<file path="src/rtl/mem_bus_arbiter_pkg.sv">
// mem_bus_arbiter_pkg
// Shared types and constants for the instruction/data memory bus arbiter:
// FSM state encoding, grant owner encoding, bus widths and a small state
// classification helper. Imported by mem_bus_arbiter and its wait timer.
package mem_bus_arbiter_pkg;

  localparam int unsigned BUS_W = 32;
  localparam int unsigned SEL_W = 4;

  // A fetch always reads a whole word.
  localparam logic [SEL_W-1:0] SEL_ALL = 4'hF;

  typedef enum logic [2:0] {
    ARB_IDLE   = 3'd0,
    ARB_BUS_I  = 3'd1,
    ARB_BUS_D  = 3'd2,
    ARB_RESP_I = 3'd3,
    ARB_RESP_D = 3'd4
  } arb_state_e;

  typedef enum logic {
    GRANT_IF  = 1'b0,
    GRANT_MEM = 1'b1
  } grant_e;

  // True while a transaction is outstanding on the memory bus.
  function automatic logic is_bus_state(input arb_state_e s);
    return (s == ARB_BUS_I) || (s == ARB_BUS_D);
  endfunction

endpackage

</file>
<file path="src/rtl/mem_bus_arbiter_timer.sv">
// mem_bus_arbiter_timer
// Wait-state counter for a bus transaction. Counts cycles while enabled and
// flags expiry on the cycle in which the count reaches TIMEOUT_CYCLES-1, so
// a transaction is abandoned after exactly TIMEOUT_CYCLES unacknowledged
// cycles. TIMEOUT_CYCLES=0 disables expiry. Written to be reusable by other
// bus bridges.
//   clk, rst : clock, synchronous active-high reset
//   clear    : return count to zero (held while the owner is idle)
//   enable   : a waiting cycle is in progress
//   expire   : combinational, this waiting cycle is the last one allowed
module mem_bus_arbiter_timer #(
  parameter int unsigned TIMEOUT_CYCLES = 255,
  parameter int unsigned CNT_W          = 8
) (
  input  logic clk,
  input  logic rst,
  input  logic clear,
  input  logic enable,
  output logic expire
);

  localparam logic             TIMER_ON = (TIMEOUT_CYCLES != 0);
  localparam logic [CNT_W-1:0] LIMIT    = TIMER_ON ? CNT_W'(TIMEOUT_CYCLES - 1)
                                                   : {CNT_W{1'b0}};

  logic [CNT_W-1:0] count_r;

  // Wait counter; saturates at expiry so it never wraps before being cleared.
  always_ff @(posedge clk) begin
    if (rst) begin
      count_r <= {CNT_W{1'b0}};
    end else if (clear) begin
      count_r <= {CNT_W{1'b0}};
    end else if (enable && !expire) begin
      count_r <= count_r + {{(CNT_W-1){1'b0}}, 1'b1};
    end else begin
      count_r <= count_r;
    end
  end

  assign expire = TIMER_ON && enable && (count_r == LIMIT);

endmodule

</file>
<file path="src/rtl/mem_bus_arbiter.sv">
// mem_bus_arbiter
// Shares one single-port, variable-latency memory bus between the
// instruction fetch port (pc_reg) and the data port (MEM stage). Arbitrates
// round-robin, runs the req/ack handshake, registers returned read data,
// aborts a transaction after TIMEOUT_CYCLES unacknowledged cycles and
// requests a pipeline stall while either requester is waiting.
//   clk, rst                       : clock, synchronous active-high reset
//   if_req_i/if_addr_i             : fetch request and address
//   if_rdata_o/if_ready_o          : fetched word, one-cycle completion
//   flush_i                        : branch redirect, discards the fetch
//   mem_req_i/we/addr/sel/wdata    : data request
//   mem_rdata_o/mem_ready_o        : read data, one-cycle completion
//   bus_req/we/addr/sel/wdata_o    : memory bus command (registered)
//   bus_ack_i/bus_rdata_i          : memory bus completion and read data
//   stallreq_o                     : stall request to ctrl
//   bus_err_o                      : one-cycle timeout pulse
module mem_bus_arbiter
  import mem_bus_arbiter_pkg::*;
#(
  parameter int unsigned TIMEOUT_CYCLES = 255,
  parameter int unsigned CNT_W          = 8
) (
  input  logic             clk,
  input  logic             rst,
  input  logic             if_req_i,
  input  logic [BUS_W-1:0] if_addr_i,
  output logic [BUS_W-1:0] if_rdata_o,
  output logic             if_ready_o,
  input  logic             flush_i,
  input  logic             mem_req_i,
  input  logic             mem_we_i,
  input  logic [BUS_W-1:0] mem_addr_i,
  input  logic [SEL_W-1:0] mem_sel_i,
  input  logic [BUS_W-1:0] mem_wdata_i,
  output logic [BUS_W-1:0] mem_rdata_o,
  output logic             mem_ready_o,
  output logic             bus_req_o,
  output logic             bus_we_o,
  output logic [BUS_W-1:0] bus_addr_o,
  output logic [SEL_W-1:0] bus_sel_o,
  output logic [BUS_W-1:0] bus_wdata_o,
  input  logic             bus_ack_i,
  input  logic [BUS_W-1:0] bus_rdata_i,
  output logic             stallreq_o,
  output logic             bus_err_o
);

  arb_state_e       state_r;
  arb_state_e       state_s;
  grant_e           last_grant_r;
  logic             discard_r;
  logic             bus_req_r;
  logic             bus_we_r;
  logic [BUS_W-1:0] bus_addr_r;
  logic [SEL_W-1:0] bus_sel_r;
  logic [BUS_W-1:0] bus_wdata_r;
  logic [BUS_W-1:0] if_rdata_r;
  logic             if_ready_r;
  logic [BUS_W-1:0] mem_rdata_r;
  logic             mem_ready_r;
  logic             bus_err_r;
  logic             if_cand_s;
  logic             grant_if_s;
  logic             grant_mem_s;
  logic             in_bus_s;
  logic             expire_s;

  // A fetch that arrives together with a redirect is stale; never grant it.
  assign if_cand_s = if_req_i & ~flush_i;
  assign in_bus_s  = is_bus_state(state_r);

  mem_bus_arbiter_timer #(
    .TIMEOUT_CYCLES (TIMEOUT_CYCLES),
    .CNT_W          (CNT_W)
  ) u_timer (
    .clk    (clk),
    .rst    (rst),
    .clear  (state_r == ARB_IDLE),
    .enable (in_bus_s & ~bus_ack_i),
    .expire (expire_s)
  );

  // State register.
  always_ff @(posedge clk) begin
    if (rst) begin
      state_r <= ARB_IDLE;
    end else begin
      state_r <= state_s;
    end
  end

  // Arbitration and next-state logic.
  always_comb begin
    state_s     = state_r;
    grant_if_s  = 1'b0;
    grant_mem_s = 1'b0;
    case (state_r)
      ARB_IDLE: begin
        if (if_cand_s && mem_req_i) begin
          // Round-robin: the side not served last wins a tie.
          if (last_grant_r == GRANT_IF) begin
            grant_mem_s = 1'b1;
          end else begin
            grant_if_s = 1'b1;
          end
        end else if (if_cand_s) begin
          grant_if_s = 1'b1;
        end else if (mem_req_i) begin
          grant_mem_s = 1'b1;
        end else begin
          grant_if_s = 1'b0;
        end
        if (grant_if_s) begin
          state_s = ARB_BUS_I;
        end else if (grant_mem_s) begin
          state_s = ARB_BUS_D;
        end else begin
          state_s = ARB_IDLE;
        end
      end
      ARB_BUS_I: begin
        if (bus_ack_i || expire_s) begin
          state_s = ARB_RESP_I;
        end else begin
          state_s = ARB_BUS_I;
        end
      end
      ARB_BUS_D: begin
        if (bus_ack_i || expire_s) begin
          state_s = ARB_RESP_D;
        end else begin
          state_s = ARB_BUS_D;
        end
      end
      ARB_RESP_I: state_s = ARB_IDLE;
      ARB_RESP_D: state_s = ARB_IDLE;
      default:    state_s = ARB_IDLE;
    endcase
  end

  // Bus command, response data and completion pulses.
  always_ff @(posedge clk) begin
    if (rst) begin
      last_grant_r <= GRANT_IF;
      discard_r    <= 1'b0;
      bus_req_r    <= 1'b0;
      bus_we_r     <= 1'b0;
      bus_addr_r   <= 32'h0000_0000;
      bus_sel_r    <= 4'h0;
      bus_wdata_r  <= 32'h0000_0000;
      if_rdata_r   <= 32'h0000_0000;
      if_ready_r   <= 1'b0;
      mem_rdata_r  <= 32'h0000_0000;
      mem_ready_r  <= 1'b0;
      bus_err_r    <= 1'b0;
    end else begin
      if_ready_r  <= 1'b0;
      mem_ready_r <= 1'b0;
      bus_err_r   <= 1'b0;
      case (state_r)
        ARB_IDLE: begin
          if (grant_if_s) begin
            bus_req_r    <= 1'b1;
            bus_we_r     <= 1'b0;
            bus_addr_r   <= if_addr_i;
            bus_sel_r    <= SEL_ALL;
            bus_wdata_r  <= 32'h0000_0000;
            last_grant_r <= GRANT_IF;
          end else if (grant_mem_s) begin
            bus_req_r    <= 1'b1;
            bus_we_r     <= mem_we_i;
            bus_addr_r   <= mem_addr_i;
            bus_sel_r    <= mem_sel_i;
            bus_wdata_r  <= mem_wdata_i;
            last_grant_r <= GRANT_MEM;
          end else begin
            bus_req_r <= 1'b0;
          end
        end
        ARB_BUS_I: begin
          // The bus cannot abort, so a redirect only marks the result stale.
          if (flush_i) begin
            discard_r <= 1'b1;
          end
          if (bus_ack_i || expire_s) begin
            bus_req_r  <= 1'b0;
            if_rdata_r <= bus_ack_i ? bus_rdata_i : 32'h0000_0000;
            if_ready_r <= ~(discard_r | flush_i);
            bus_err_r  <= ~bus_ack_i;
          end
        end
        ARB_BUS_D: begin
          if (bus_ack_i || expire_s) begin
            bus_req_r   <= 1'b0;
            mem_rdata_r <= bus_ack_i ? bus_rdata_i : 32'h0000_0000;
            mem_ready_r <= 1'b1;
            bus_err_r   <= ~bus_ack_i;
          end
        end
        ARB_RESP_I: discard_r <= 1'b0;
        ARB_RESP_D: discard_r <= discard_r;
        default:    discard_r <= 1'b0;
      endcase
    end
  end

  assign bus_req_o   = bus_req_r;
  assign bus_we_o    = bus_we_r;
  assign bus_addr_o  = bus_addr_r;
  assign bus_sel_o   = bus_sel_r;
  assign bus_wdata_o = bus_wdata_r;
  assign if_rdata_o  = if_rdata_r;
  assign mem_rdata_o = mem_rdata_r;
  assign mem_ready_o = mem_ready_r;
  assign bus_err_o   = bus_err_r;

  // A redirect landing in the response cycle itself must still hide the
  // stale fetch, which the registered pulse alone cannot see in time.
  assign if_ready_o  = if_ready_r & ~flush_i;

  assign stallreq_o  = (if_req_i & ~if_ready_o & ~flush_i) |
                       (mem_req_i & ~mem_ready_o);

endmodule

</file>
<file path="config.mk">
export PLATFORM = sky130hd
export DESIGN_NAME = mem_bus_arbiter
export DESIGN_NICKNAME = d
export VERILOG_FILES = /design/src/rtl/mem_bus_arbiter_pkg.sv /design/src/rtl/mem_bus_arbiter_timer.sv /design/src/rtl/mem_bus_arbiter.sv
export SDC_FILE = /design/constraint.sdc
export NUM_CORES = 1
export LEC_CHECK = 0
export ABC_AREA = 1
export BUFFER_PORTS_ARGS = -buffer_cell sky130_fd_sc_hd__buf_2
export CAP_MARGIN = 0
export CORE_MARGIN = 1.5
export CORE_UTILIZATION = 47
export DETAILED_ROUTE_END_ITERATION = 10
export GPL_TIMING_DRIVEN = 0
export PLACE_DENSITY = 0.89
export SYNTH_ARGS = -nofsm -noshare
export SYNTH_HDL_FRONTEND = slang
export SYNTH_SLANG_ARGS = --single-unit
</file>
<file path="constraint.sdc">
create_clock -name clk -period 1.96 [get_ports clk]
set_input_delay 0.392 -clock clk [delete_from_list [all_inputs] [get_ports clk]]
set_output_delay 0.392 -clock clk [all_outputs]
set_load 0.02 [all_outputs]
</file>
==> flow_summary.ini <==
[yosys]
ys.flop_type = dfxtp_1
synthTopCellsByArea = dfxtp_1, nand2_1, a21oi_1
syn-instance-count = 862
synth_edf_count = 0
synthSimpleGateAreaFrac_pct = 29.9
yosysMostFrequentCell = nand2_1
synthTopCellsByCount = nand2_1, dfxtp_1, a21oi_1
ys_warn_count = 0
yosysUniqueCellTypes = 34
synth_compound_area_share_pct = 13.1
ys_seq_area_share_pct = 47.7
synth_nets = 1003
ys_async_sr_fraction_pct = 0
yosysTopAreaCell = dfxtp_1
synth_mux_area_share_pct = 0
ys_seq_elements = 150
synth_top_family_by_area = simple AND/OR/NAND/NOR gates
synth_top_area_share_pct = 47.7
synth_fa_ha_area_share_pct = 0.398
synth_xor_area_share_pct = 0.696
avgSynthCellArea_um2 = 7.30
synth_area_um2 = 6290

[drt]
dr.pass1.iters = 5
wl_per_cell_um = 14.0
final_antenna_net_count = 0
drc = 0
vias = 6568
routed_wl_um = 18900
drt_iter0_markers = 383
vias_per_cell = 4.88

[floorplan]
core_area_um2 = 13100
rows = 42
dieArea_um2 = 14100
num_io_pins = 277
start_util_pct = 47.9
die_x_um = 119
die_y_um = 119

[setup_path]
worstPathCellList = inv_1 > a21oi_4 > nand2_4 > nand2_1 > nand2_2 > buf_2 > nand2_1 > a21oi_2
endpoint = bus_addr_o[20]$_SDFFE_PP0P_
critPathTopFamily = simple AND/OR/NAND/NOR gates
critPathSlowestCell = dfxtp_1
reg2reg_slack_ns = 0.29
r2r_start = last_grant_r$_SDFFE_PP0P_
critical_path.max_fanout = 10
cp.arrival_ns = 1.93
cp-start-kind = flop
criticalPathCategory = reg2reg
cp-startpoint = last_grant_r$_SDFFE_PP0P_
path_depth = 8
reg2reg_depth = 8
critPathCaptureType = flop
slowest_delay_ns = 0.32
critical_path_buf_inv_count = 2
crit_top_cell = nand2_1
critPathRequiredTime_ns = 2.23
r2r_end = bus_addr_o[20]$_SDFFE_PP0P_

[sta]
fmax_mhz = 601
finalMaxSlewViolations = 0
period_share_pct = 85.0
tightest_slew_ns = 0.820
rsz0062_at_grt = no
maxSlewHeadroom_pct = 45.3
setup_viol = 0
finalHoldViolCount = 0
clock-skew-final_ns = 0.00835
final.setup.worst_slack_ns = 0.295
worst_hold_slack_ns = 0.224
period_needed_ns = 1.67

[clock_network]
numCtsBuffers = 17
cts_setup_buffers = 0
root_buffer = clkbuf_16
ctsHoldBuffers = 0
cts_tree = built
cts_resized = 0
max-clock-path-buffers = 2
cts_sinks = 150
clock_latency_ns = 0.42
path_clk_slew_ns = 0.06
htreeDepth = 4

[pwr]
cellPowerDensity_nw_per_um2 = 998
power_mw = 8.55
p_seq_share_pct = 39.1
switchingPower_mw = 2.39
swShare_pct = 27.9
irDropWorstVdd_mv = 0.531
p_int_mw = 6.16
pwr-share-clk_pct = 43.5
p_leak_nw = 4.27
power_frac_comb_pct = 17.4

[global_routing]
track_usage_pct = 26.7
grt_pass1_wl_um = 30300
grt_max_degree = 17
antenna_found_initial = 3
overflow = 0
grt_pass1_vias = 6374

[cells_and_area]
final_net_count = 1296
syn_to_final_growth_pct = 36.1
post-route-util_pct = 65.2
final_area_um2 = 8570
drive_gt1_share_pct = 33.0
fillers = 1122

[placed_design]
place.gp.congestion = 0.859
portBuffers = 274
dp_hpwl_um = 14100
post_dp_cell_area_um2 = 7890
place_ws_ns = -0.0138

[hold_path]
hold_path_class = in2reg

[run_status]
status = completed

[run]
drv_cap = 0
## power by group through the flow
| stage | Clock [mW] | Sequential (mW) | Combinational [mW] |
|---|---|---|---|
| 2_1_floorplan | 0 | 3.63 | 0.720 |
| 3_3_place_gp | 0 | 3.40 | 1.45 |
| 3_5_place_dp | 0 | 3.40 | 1.47 |
| 4_1_cts | 3.76 | 3.34 | 1.48 |
| 5_1_grt | 3.89 | 3.36 | 1.62 |
| 6_report | 3.72 | 3.34 | 1.48 |
## layer usage
layer	vias to the layer above	GRT usage (%)	part of all wire (%)
li1	3290	-	-
met1	2958	30.0	40
met2	281	47.2	49
met3	39	7.38	8.5
met4	0	11.6	2.4
met5	-	0	0
## area by class of cell
class | count | area, um2 | area share [%]
diodes | 3 | 7.51 | 0.0876
plain buffers | 53 | 307 | 3.58
clock buffers | 18 | 429 | 5.01
clock inverters | 14 | 246 | 2.88
inverters | 56 | 210 | 2.45
multi-input cells | 603 | 2780 | 32.4
flip-flops and latches | 150 | 3000 | 35.0
well taps | 176 | 220 | 2.57
repair buffers | 274 | 1370 | 16.0
## kinds of logic (layout without fill, tap and decap cells)
group	count (synthesis)	count (layout)
buf+inv	109	415
xor+xnor	5	5
compound gates	150	150
simple gates	446	446
flops	150	150
other cells	0	3
fa+ha+maj	2	2
## worst min-delay path, stage by stage
cell and delay, ns:
buf_2 0.09, nand2_1 0.05, a21oi_1 0.05
## cells in the final DEF (no fill, tap or decap), types with 3 or more instances in the layout
cell | netlist | layout
a21oi_1 | 125 | 125
a21oi_2 | 10 | 10
buf_2 | 14 | 288
buf_4 | 5 | 5
buf_6 | 8 | 8
bufinv_16 | 0 | 6
clkbuf_1 | 23 | 24
clkbuf_16 | 0 | 17
clkinvlp_4 | 0 | 3
dfxtp_1 | 150 | 150
diode_2 | 0 | 3
inv_1 | 47 | 47
inv_2 | 8 | 8
inv_6 | 0 | 3
nand2_1 | 349 | 349
nand2_2 | 21 | 21
nand2_4 | 3 | 3
nand3_1 | 32 | 32
nand3_2 | 3 | 3
nor2_1 | 26 | 26
nor3_1 | 6 | 6
o21ai_0 | 9 | 9
xor2_1 | 3 | 3
## per-stage QoR
| stage | setup TNS (ns) | cells |
|---|---|---|
| after CTS | 0 | 1344 |
| final | 0 | 1347 |
| after detailed placement | -0.0260 | 1312 |
| after floorplan | 0 | 862 |
| after global routing | 0 | 1347 |
| after global placement | 0 | 1312 |
## sequential cells by signal (all words and copies together), names as in the netlist
signal / cells
bus_req_o: 1
u_timer.count_r: 8
mem_ready_o: 1
if_rdata_o: 32
mem_rdata_o: 32
bus_addr_o: 32
discard_r: 1
bus_err_o: 1
if_ready_r: 1
bus_sel_o: 4
bus_wdata_o: 32
bus_we_o: 1
state_r: 3
last_grant_r: 1
## worst min path at each step
| stage | start | endpoint | slack (ns) | cells past startpoint |
|---|---|---|---|---|
| CTS | mem_wdata_i[17] | bus_wdata_o[17]$_SDFFE_PP0P_ | 0.21 | 3 |
| global route | mem_wdata_i[18] | bus_wdata_o[18]$_SDFFE_PP0P_ | 0.21 | 3 |
| detailed placement | mem_rdata_o[20]$_SDFFE_PP0P_ | mem_rdata_o[20]$_SDFFE_PP0P_ | 0.45 | 2 |
| finish | mem_wdata_i[17] | bus_wdata_o[17]$_SDFFE_PP0P_ | 0.22 | 3 |
| floorplan | last_grant_r$_SDFFE_PP0P_ | last_grant_r$_SDFFE_PP0P_ | 0.44 | 2 |
| global placement | mem_rdata_o[20]$_SDFFE_PP0P_ | mem_rdata_o[20]$_SDFFE_PP0P_ | 0.44 | 2 |
No activity file was read; power rests on OpenSTA's default activity.
